`src/rtl/aire_pkg.sv`:
```
// Shared encodings for the air-conditioner fan path: FSM states, speed codes, default duties.
// Constants only; no logic, no latency, no flow control.
package aire_pkg;

   typedef enum logic [1:0] {
      ST_OFF  = 2'b00,
      ST_KICK = 2'b01,
      ST_RAMP = 2'b10,
      ST_RUN  = 2'b11
   } fan_state_t;

   localparam logic [1:0] VEL_OFF  = 2'b00;
   localparam logic [1:0] VEL_LOW  = 2'b01;
   localparam logic [1:0] VEL_MED  = 2'b10;
   localparam logic [1:0] VEL_HIGH = 2'b11;

   localparam int DEF_DUTY_LOW  = 64;
   localparam int DEF_DUTY_MED  = 160;
   localparam int DEF_DUTY_HIGH = 255;

endpackage

```
`src/rtl/pwm_timebase.sv`:
```
// PWM timebase: prescaler, period counter, tick and period_end strobes (combinational from flops).
// Free-running, no backpressure; period = PRESCALE * 2^PWM_W clocks.
module pwm_timebase #(
   parameter int PWM_W    = 8,
   parameter int PRESCALE = 4
) (
   input  logic             clock,
   input  logic             reset,
   output logic [PWM_W-1:0] cnt,
   output logic             tick,
   output logic             period_end
);

   localparam int PS_W = (PRESCALE > 1) ? $clog2(PRESCALE) : 1;

   logic [PS_W-1:0]  presc_q, presc_d;
   logic [PWM_W-1:0] cnt_q, cnt_d;

   always_comb begin
      tick       = (presc_q == PS_W'(PRESCALE - 1));
      period_end = tick && (cnt_q == '1);
      presc_d    = tick ? '0 : presc_q + PS_W'(1);
      cnt_d      = tick ? cnt_q + PWM_W'(1) : cnt_q;
      cnt        = cnt_q;
   end

   always_ff @(posedge clock or posedge reset) begin
      if (reset) begin
         presc_q <= '0;
         cnt_q   <= '0;
      end else begin
         presc_q <= presc_d;
         cnt_q   <= cnt_d;
      end
   end

endmodule

```
`src/rtl/vent_pwm_driver.sv`:
```
// Fan PWM driver: kick-start at full duty, then linear ramp to the speed target; updates only at period ends.
// Inputs act at the next period boundary (up to one period); pwm_out lags cnt by one clock; no backpressure.
module vent_pwm_driver
   import aire_pkg::*;
#(
   parameter int PWM_W        = 8,
   parameter int PRESCALE     = 4,
   parameter int KICK_PERIODS = 4,
   parameter int RAMP_STEP    = 8,
   parameter int DUTY_LOW     = DEF_DUTY_LOW,
   parameter int DUTY_MED     = DEF_DUTY_MED,
   parameter int DUTY_HIGH    = DEF_DUTY_HIGH
) (
   input  logic             clock,
   input  logic             reset,
   input  logic             enable,
   input  logic [1:0]       speed,
   output logic             pwm_out,
   output logic [PWM_W-1:0] duty,
   output logic [1:0]       state,
   output logic             at_target
);

   localparam int KW = (KICK_PERIODS > 1) ? $clog2(KICK_PERIODS) : 1;
   localparam logic [PWM_W-1:0] DMAX = '1;

   logic [PWM_W-1:0] cnt;
   logic             tick;
   logic             period_end;

   pwm_timebase #(
      .PWM_W    (PWM_W),
      .PRESCALE (PRESCALE)
   ) u_timebase (
      .clock      (clock),
      .reset      (reset),
      .cnt        (cnt),
      .tick       (tick),
      .period_end (period_end)
   );

   fan_state_t       state_q, state_d;
   logic [PWM_W-1:0] duty_q, duty_d;
   logic [KW-1:0]    kick_q, kick_d;
   logic             pwm_q, pwm_d;
   logic             at_target_q, at_target_d;

   logic [PWM_W-1:0] target;
   logic [PWM_W:0]   duty_x, tgt_x, step_x, up_x;
   logic [PWM_W-1:0] stepped;

   always_comb begin
      target = '0;
      if (enable) begin
         unique case (speed)
            VEL_LOW:  target = PWM_W'(DUTY_LOW);
            VEL_MED:  target = PWM_W'(DUTY_MED);
            VEL_HIGH: target = PWM_W'(DUTY_HIGH);
            default:  target = '0;
         endcase
      end
   end

   // One extra bit so the step can be compared against the target without wrapping.
   always_comb begin
      duty_x  = {1'b0, duty_q};
      tgt_x   = {1'b0, target};
      step_x  = (PWM_W + 1)'(RAMP_STEP);
      up_x    = duty_x + step_x;
      stepped = duty_q;
      if (duty_x < tgt_x) begin
         stepped = (up_x >= tgt_x) ? target : up_x[PWM_W-1:0];
      end else if (duty_x > tgt_x) begin
         stepped = (duty_x <= tgt_x + step_x) ? target : duty_q - PWM_W'(RAMP_STEP);
      end
   end

   always_comb begin
      state_d = state_q;
      duty_d  = duty_q;
      kick_d  = kick_q;
      if (period_end) begin
         unique case (state_q)
            ST_OFF: begin
               duty_d = '0;
               if (target != '0) begin
                  state_d = ST_KICK;
                  kick_d  = KW'(KICK_PERIODS - 1);
                  duty_d  = DMAX;
               end
            end
            ST_KICK: begin
               duty_d = DMAX;
               if (target == '0 || kick_q == '0) state_d = ST_RAMP;
               else                              kick_d  = kick_q - KW'(1);
            end
            ST_RAMP: begin
               duty_d = stepped;
               if (stepped == target) state_d = (target == '0) ? ST_OFF : ST_RUN;
            end
            ST_RUN: begin
               if (target != duty_q) begin
                  duty_d  = stepped;
                  state_d = ST_RAMP;
               end
            end
            default: state_d = ST_OFF;
         endcase
      end
      pwm_d       = (duty_q == DMAX) || (cnt < duty_q);
      at_target_d = (state_d == ST_RUN);
   end

   always_ff @(posedge clock or posedge reset) begin
      if (reset) begin
         state_q     <= ST_OFF;
         duty_q      <= '0;
         kick_q      <= '0;
         pwm_q       <= 1'b0;
         at_target_q <= 1'b0;
      end else begin
         state_q     <= state_d;
         duty_q      <= duty_d;
         kick_q      <= kick_d;
         pwm_q       <= pwm_d;
         at_target_q <= at_target_d;
      end
   end

   assign pwm_out   = pwm_q;
   assign duty      = duty_q;
   assign state     = state_q;
   assign at_target = at_target_q;

endmodule

```
`config.mk`:
```
export PLATFORM = sky130hd
export DESIGN_NAME = vent_pwm_driver
export DESIGN_NICKNAME = d
export VERILOG_FILES = /design/src/rtl/aire_pkg.sv /design/src/rtl/pwm_timebase.sv /design/src/rtl/vent_pwm_driver.sv
export SDC_FILE = /design/constraint.sdc
export NUM_CORES = 1
export LEC_CHECK = 0
export ABC_AREA = 1
export BUFFER_PORTS_ARGS = -buffer_cell sky130_fd_sc_hd__clkbuf_2
export CAP_MARGIN = 20
export CELL_PAD_IN_SITES_DETAIL_PLACEMENT = 1
export CELL_PAD_IN_SITES_GLOBAL_PLACEMENT = 1
export CORE_ASPECT_RATIO = 1.2
export CORE_MARGIN = 2
export CORE_UTILIZATION = 48
export DETAILED_ROUTE_END_ITERATION = 12
export PLACE_DENSITY = 0.92
export SYNTH_ARGS = -nofsm -noshare
export SYNTH_HDL_FRONTEND = slang
export SYNTH_SLANG_ARGS = --single-unit
export TNS_END_PERCENT = 1
```
`constraint.sdc`:
```
create_clock -name clock -period 4.47 [get_ports clock]
set_clock_uncertainty 0.05 [all_clocks]
set_input_delay 0.894 -clock clock [delete_from_list [all_inputs] [get_ports clock]]
set_output_delay 0.894 -clock clock [all_outputs]
set_load 0.005 [all_outputs]
```
---- Word level (Yosys, flattened, before mapping) ----
Cells that the tools add are included.
storage, ports and cells
  flip-flop bits (word level) ............. 24
operators by class
  add/sub/neg operators ................... 6
  $lt $le $gt $ge ......................... 5
  equal/unequal tests ..................... 15
  multiplexer cells ....................... 20
  reduce and logical (&&, ||, !) cells .... 10
operator list
  kind                                                                 count
  8-bit 2-to-1 mux                                                     7
  8-bit case mux with 4 select lines                                   1
  8-bit case mux with 3 select lines                                   1
  8-bit by 4-bit adder with 9-bit output (second input constant)       2
  2-bit 2-to-1 mux                                                     9
  8-bit == test (second input constant)                                2
  8-bit < comparator                                                   2
  2-bit == test (second input constant)                                6
  9-bit by 8-bit greater-or-equal comparator with 1-bit output         1
  8-bit by 9-bit less-or-equal comparator with 1-bit output            1
  8-bit by 1-bit adder with 8-bit output (second input constant)       1
  8-bit == test                                                        1
  8-bit greater-than comparator                                        1
  8-bit zero test                                                      1
  8-bit inequality test                                                1
  2-bit case mux with 4 select lines                                   1
  8-bit nonzero test                                                   1
  8-bit by 4-bit subtractor with 8-bit output (second input constant)  1
  2-bit inequality test (second input constant)                        3
  2-bit by 1-bit == test with 1-bit output (second input constant)     2
  2-bit zero test                                                      2
  2-bit case mux with 2 select lines                                   1
  4-bit AND reduction                                                  1
  2-bit by 1-bit adder with 2-bit output (second input constant)       1
  5 further kinds                                                      6

---- Depth between registers and ports, before layout ----
  depth in word-level cells ............... 13
  depth in mapped cells ................... 25
  gate-level depth less buffers ........... 24

---- Hierarchy ----
A second synthesis with hierarchy kept.
second synthesis, totals
  cells, all modules ...................... 336
  area, all modules ....................... 2,408.6 µm²
by module, submodules not included
  module           instances  cells each  area an instance (µm²)
  vent_pwm_driver  1          286         1,941.9
  pwm_timebase     1          50          466.7

---- Worst setup path before layout ----
Ideal clock, no wire load.
  path kind ............................... input to register
  from .................................... in enable
  to ...................................... reg state_q[1] (netlist: state[1])
  setup time .............................. 0.120 ns
  data arrival time ....................... 3.161 ns
  setup slack ............................. 1.139 ns
  cell stages on the path ................. 21
  path buffers ............................ 0
  path through ............................ nand2_4 -> nor2_8 -> inv_2 -> ha_1 -> inv_1 -> ha_1 -> nand3_1 -> nor2_2 -> nand3_1 -> nand2_2 -> nand2_1 -> nand3_1 -> nand2_1 -> nand2_1 -> nand2_1 -> nand2_1 -> nand2_1 -> nor2_1 -> nand3_1 -> a21oi_2 -> inv_1
on the way
  word-level cells in the longest chain between the ends .. 10
RTL lines
  item                                                       line                    text
  start, declared                                            vent_pwm_driver.sv:16   input logic enable,
  8-bit 2-to-1 mux *                                         vent_pwm_driver.sv:54   if (enable) begin
  8-bit by 4-bit adder with 9-bit output                     vent_pwm_driver.sv:74   stepped = (duty_x <= tgt_x + step_x) ? target : duty_q - PWM_W'(RAMP_STEP);
  8-bit by 9-bit less-or-equal comparator with 1-bit output  vent_pwm_driver.sv:74
  8-bit 2-to-1 mux                                           vent_pwm_driver.sv:74
  8-bit 2-to-1 mux                                           vent_pwm_driver.sv:73   end else if (duty_x > tgt_x) begin
  8-bit 2-to-1 mux                                           vent_pwm_driver.sv:71   if (duty_x < tgt_x) begin
  8-bit == test                                              vent_pwm_driver.sv:99   if (stepped == target) state_d = (target == '0) ? ST_OFF : ST_RUN;
  2-bit 2-to-1 mux                                           vent_pwm_driver.sv:99
  2-bit case mux with 4 select lines *                       vent_pwm_driver.sv:83   unique case (state_q)
  2-bit 2-to-1 mux *                                         vent_pwm_driver.sv:82   if (period_end) begin
  via state_d[1]                                             vent_pwm_driver.sv:42   fan_state_t state_q, state_d;
  end signal, assigned                                       vent_pwm_driver.sv:122  state_q <= state_d;
  end, declared                                              vent_pwm_driver.sv:42
Mark *: on every way through the listed nets, which the timed path passes. The rest lies on a longest branch.
A chain may end at the register's enable or synchronous reset.

---- Worst setup path after layout ----
Same ends and word-level chain as after synthesis.

==> impl_metrics.tcl <==
set metrics [dict create \
    outcome "finished clean" \
    grt_pass1_wl_um 11070 \
    drive_gt1_frac 0.1268 \
    drt-met1-wl_um 2801 \
    detail-route-antenna-nets 0 \
    areaGrowthSynthToFinish_pct 6.967 \
    power_density_nw_per_um2 321.3 \
    dp_hpwl_um 5326 \
    dp_slack_ns 0.5302 \
    met3_wirelength_um 175 \
    io_pins 17 \
    synth_top_area_cell "dfrtp_1" \
    finalCritPeriodShare 0.8241 \
    worst_setup_path_start_kind "input pin" \
    synth_nets 369 \
    grt_max_degree 25 \
    maxSlewViolCount 0 \
    grt_pass1_vias 2394 \
    grt_util_all_layers 0.2717 \
    cp.arrival_ns 3.79 \
    grt_antenna_before_repair 0 \
    layout_min_cycle_time_ns 3.684 \
    drc 0 \
    fin_ws_ns 0.7861 \
    worstSetupEndpointType "register" \
    ys_warn_count 0 \
    viasPerCell 5.622 \
    cts_setup_buffers 0 \
    die_w_um 67.67 \
    worst_slew_pin_slew_ns 0.9139 \
    max-slew-margin-rel 0.3901 \
    cts_resized 0 \
    synth_area_leaders "dfrtp_1, ha_1, nand2_1, nand3_1, inv_1" \
    maxCapViolCount 0 \
    top_layer_used "met4" \
    setup_violations 0 \
    rows 27 \
    p_leak_nw 1.350 \
    cts_tree "yes" \
    cp_max_fo 12 \
    htreeDepth 1 \
    wl_um 6693 \
    dr.pass1.iters 4 \
    hold_viol 0 \
    worstSkewPairLatency_ns 0.27 \
    cts.clk_slew.worst_paths_ns 0.08 \
    cts_max_path_buffers 2 \
    die_y_um 80.40 \
    fin_util 0.5396 \
    setup_tns_ns 0 \
    drt_iter0_drc 93 \
    numClockSinks 24 \
    worstSetupPathType "input pin to register" \
    regArea_um2 600.6 \
    gp_congestion 0.9109 \
    port_buffers 16 \
    cts_root_buf "clkbuf_8" \
    syn_area_um2 2335 \
    syn_avg_cell_area_um2 6.990 \
    synth_edf_count 0 \
    ys_seq_elements 24 \
    die_area_um2 5440 \
    synth_ff_type "dfrtp_1" \
    grt.overflow.total 0 \
    wl_per_cell_um 16.53 \
    coreArea_um2 4628 \
    hp-class "register to register" \
    multi_input_comb_area_um2 1560 \
    diodes 0 \
    wl_met2_um 3480 \
    fillCellCount 636 \
    final_nets 384 \
    fmax_mhz 271.5 \
    vias 2277 \
    hold_buffers 0 \
    peakVddDrop_uv 201.6 \
    rsz0062_at_grt "no" \
    critical_path_required_ns 4.58 \
    synthArstFlopShare 1.000 \
    synth-seq-area-share 0.2572 \
    synthDistinctLibCells 37 \
    netlist.area_leader.share 0.2572 \
    cts-buffers-inserted 3 \
    initial_utilization 0.5045 \
    synthCells 334 \
]
[where the power goes]
part / internal [mW] / leakage [nW] / total (mW) / switching, mW
Sequential: 0.226 / 0.287 / 0.249 / 0.0222
Clock: 0.0603 / 0.0216 / 0.125 / 0.0644
Combinational: 0.146 / 1.04 / 0.429 / 0.283
Total: 0.433 / 1.35 / 0.802 / 0.370
[through the flow]
stage               hold slack (ns)  power, mW  instances  instance area (um2)
finish                       0.4050     0.8023        405                 2497
global route                 0.4337     0.8721        405                 2497
CTS                          0.4111     0.8080        405                 2497
detailed placement           0.3984     0.6789        402                 2456
global placement             0.3653     0.6600        402                 2456
floorplan                    0.3531     0.5753        334                 2335
[final cells by class]
cell class                      instances  share of cell area
Inverter                               38             0.05711
Clock buffer                            3             0.01653
Timing Repair Buffer                   16             0.03206
Multi-Input combinational cell        266              0.6247
Tap cell                               58             0.02906
Sequential cell                        24              0.2405
[critical path, stage by stage]
cell	delay, ns
clkbuf_2	0.12
nand2_4	0.13
nor2_8	0.16
inv_2	0.13
ha_1	0.30
inv_1	0.05
ha_1	0.31
nand3_1	0.10
nor2_2	0.16
nand3_1	0.21
nand2_2	0.20
nand3_1	0.10
nand3_1	0.15
nand2_1	0.09
nand2_1	0.07
nand2_1	0.05
nor2_1	0.21
nand3_1	0.13
a21oi_2	0.18
inv_1	0.06
[cells by family (layout without fill, tap and decap cells)]
logic type	count (synthesis)	count (layout)	share of synthesized area
muxes	1	1	0.004823
adders and majority gates	30	30	0.1608
and+or+nand+nor	176	176	0.3408
xor gates and xnor gates	12	12	0.04502
DFF	24	24	0.2572
buffers and inverters	44	57	0.07449
AOI/OAI and AO/OA	47	47	0.1168
[path summary, 6_finish.rpt]
| check | slack, ns | start | depth (start not counted) | to |
|---|---|---|---|---|
| min in group asynchronous | 0.75 | reset | 2 | u_timebase.cnt[5] |
| max in group asynchronous | 3.06 | reset | 2 | duty[6] |
| worst min register to register | 0.40 | u_timebase.presc_q[0] | 1 | u_timebase.presc_q[0] |
| worst max register to register | 1.10 | duty[3] | 20 | state[1] |
| worst min-delay path | 0.40 | u_timebase.presc_q[0] | 1 | u_timebase.presc_q[0] |
| worst max-delay path | 0.79 | enable | 20 | state[1] |
[synthesized netlist by cell type (2+ instances only)]
| cell | n |
|---|---|
| nor2_1 | 27 |
| xor2_1 | 11 |
| clkbuf_1 | 2 |
| dfrtp_1 | 24 |
| inv_1 | 32 |
| nor3_1 | 4 |
| nor4_1 | 2 |
| o21ai_1 | 12 |
| nand3_1 | 32 |
| a21oi_1 | 21 |
| nor2_2 | 3 |
| ha_1 | 30 |
| buf_4 | 2 |
| nand2_1 | 92 |
| inv_2 | 6 |
| nand4_1 | 2 |
| a21o_1 | 3 |
| o211ai_1 | 2 |
| nand2_2 | 6 |
| a21oi_2 | 2 |
| o21ai_0 | 3 |
[metal layers]
metal	GRT usage	up-vias
met4	0.1224	0
met5	0	-
li1	-	1123
met2	0.5039	41
met3	0.02801	18
met1	0.3019	1095
[sequential cells by signal, indices dropped and copies added, names as in the netlist]
signal,count
u_timebase.cnt,8
u_timebase.presc_q,2
kick_q,2
at_target,1
duty,8
pwm_out,1
state,2
[placed cells by master, fill, tap and decap left out]
cell type / synthesis / final
nand4_1: 2 / 2
a211oi_1: 1 / 1
a21oi_4: 1 / 1
clkbuf_8: 0 / 3
nand2_1: 92 / 92
or2_2: 1 / 1
o21ai_0: 3 / 3
nor3_2: 1 / 1
nor4_1: 2 / 2
nand3_1: 32 / 32
o21a_1: 1 / 1
or3_1: 1 / 1
nand2_4: 1 / 1
xor2_1: 11 / 11
nor2_8: 1 / 1
nand2_2: 6 / 6
xnor2_1: 1 / 1
nand3_2: 1 / 1
o22ai_1: 1 / 1
inv_1: 32 / 32
a21o_1: 3 / 3
o21ai_1: 12 / 12
a21oi_2: 2 / 2
ha_1: 30 / 30
nor2_2: 3 / 3
dfrtp_1: 24 / 24
nand3_4: 1 / 1
o211ai_1: 2 / 2
clkbuf_2: 0 / 16
a21oi_1: 21 / 21
mux2_2: 1 / 1
nor3_1: 4 / 4
nor2_1: 27 / 27
inv_2: 6 / 6
and3_1: 1 / 1
(Power assumes the default switching activity.)
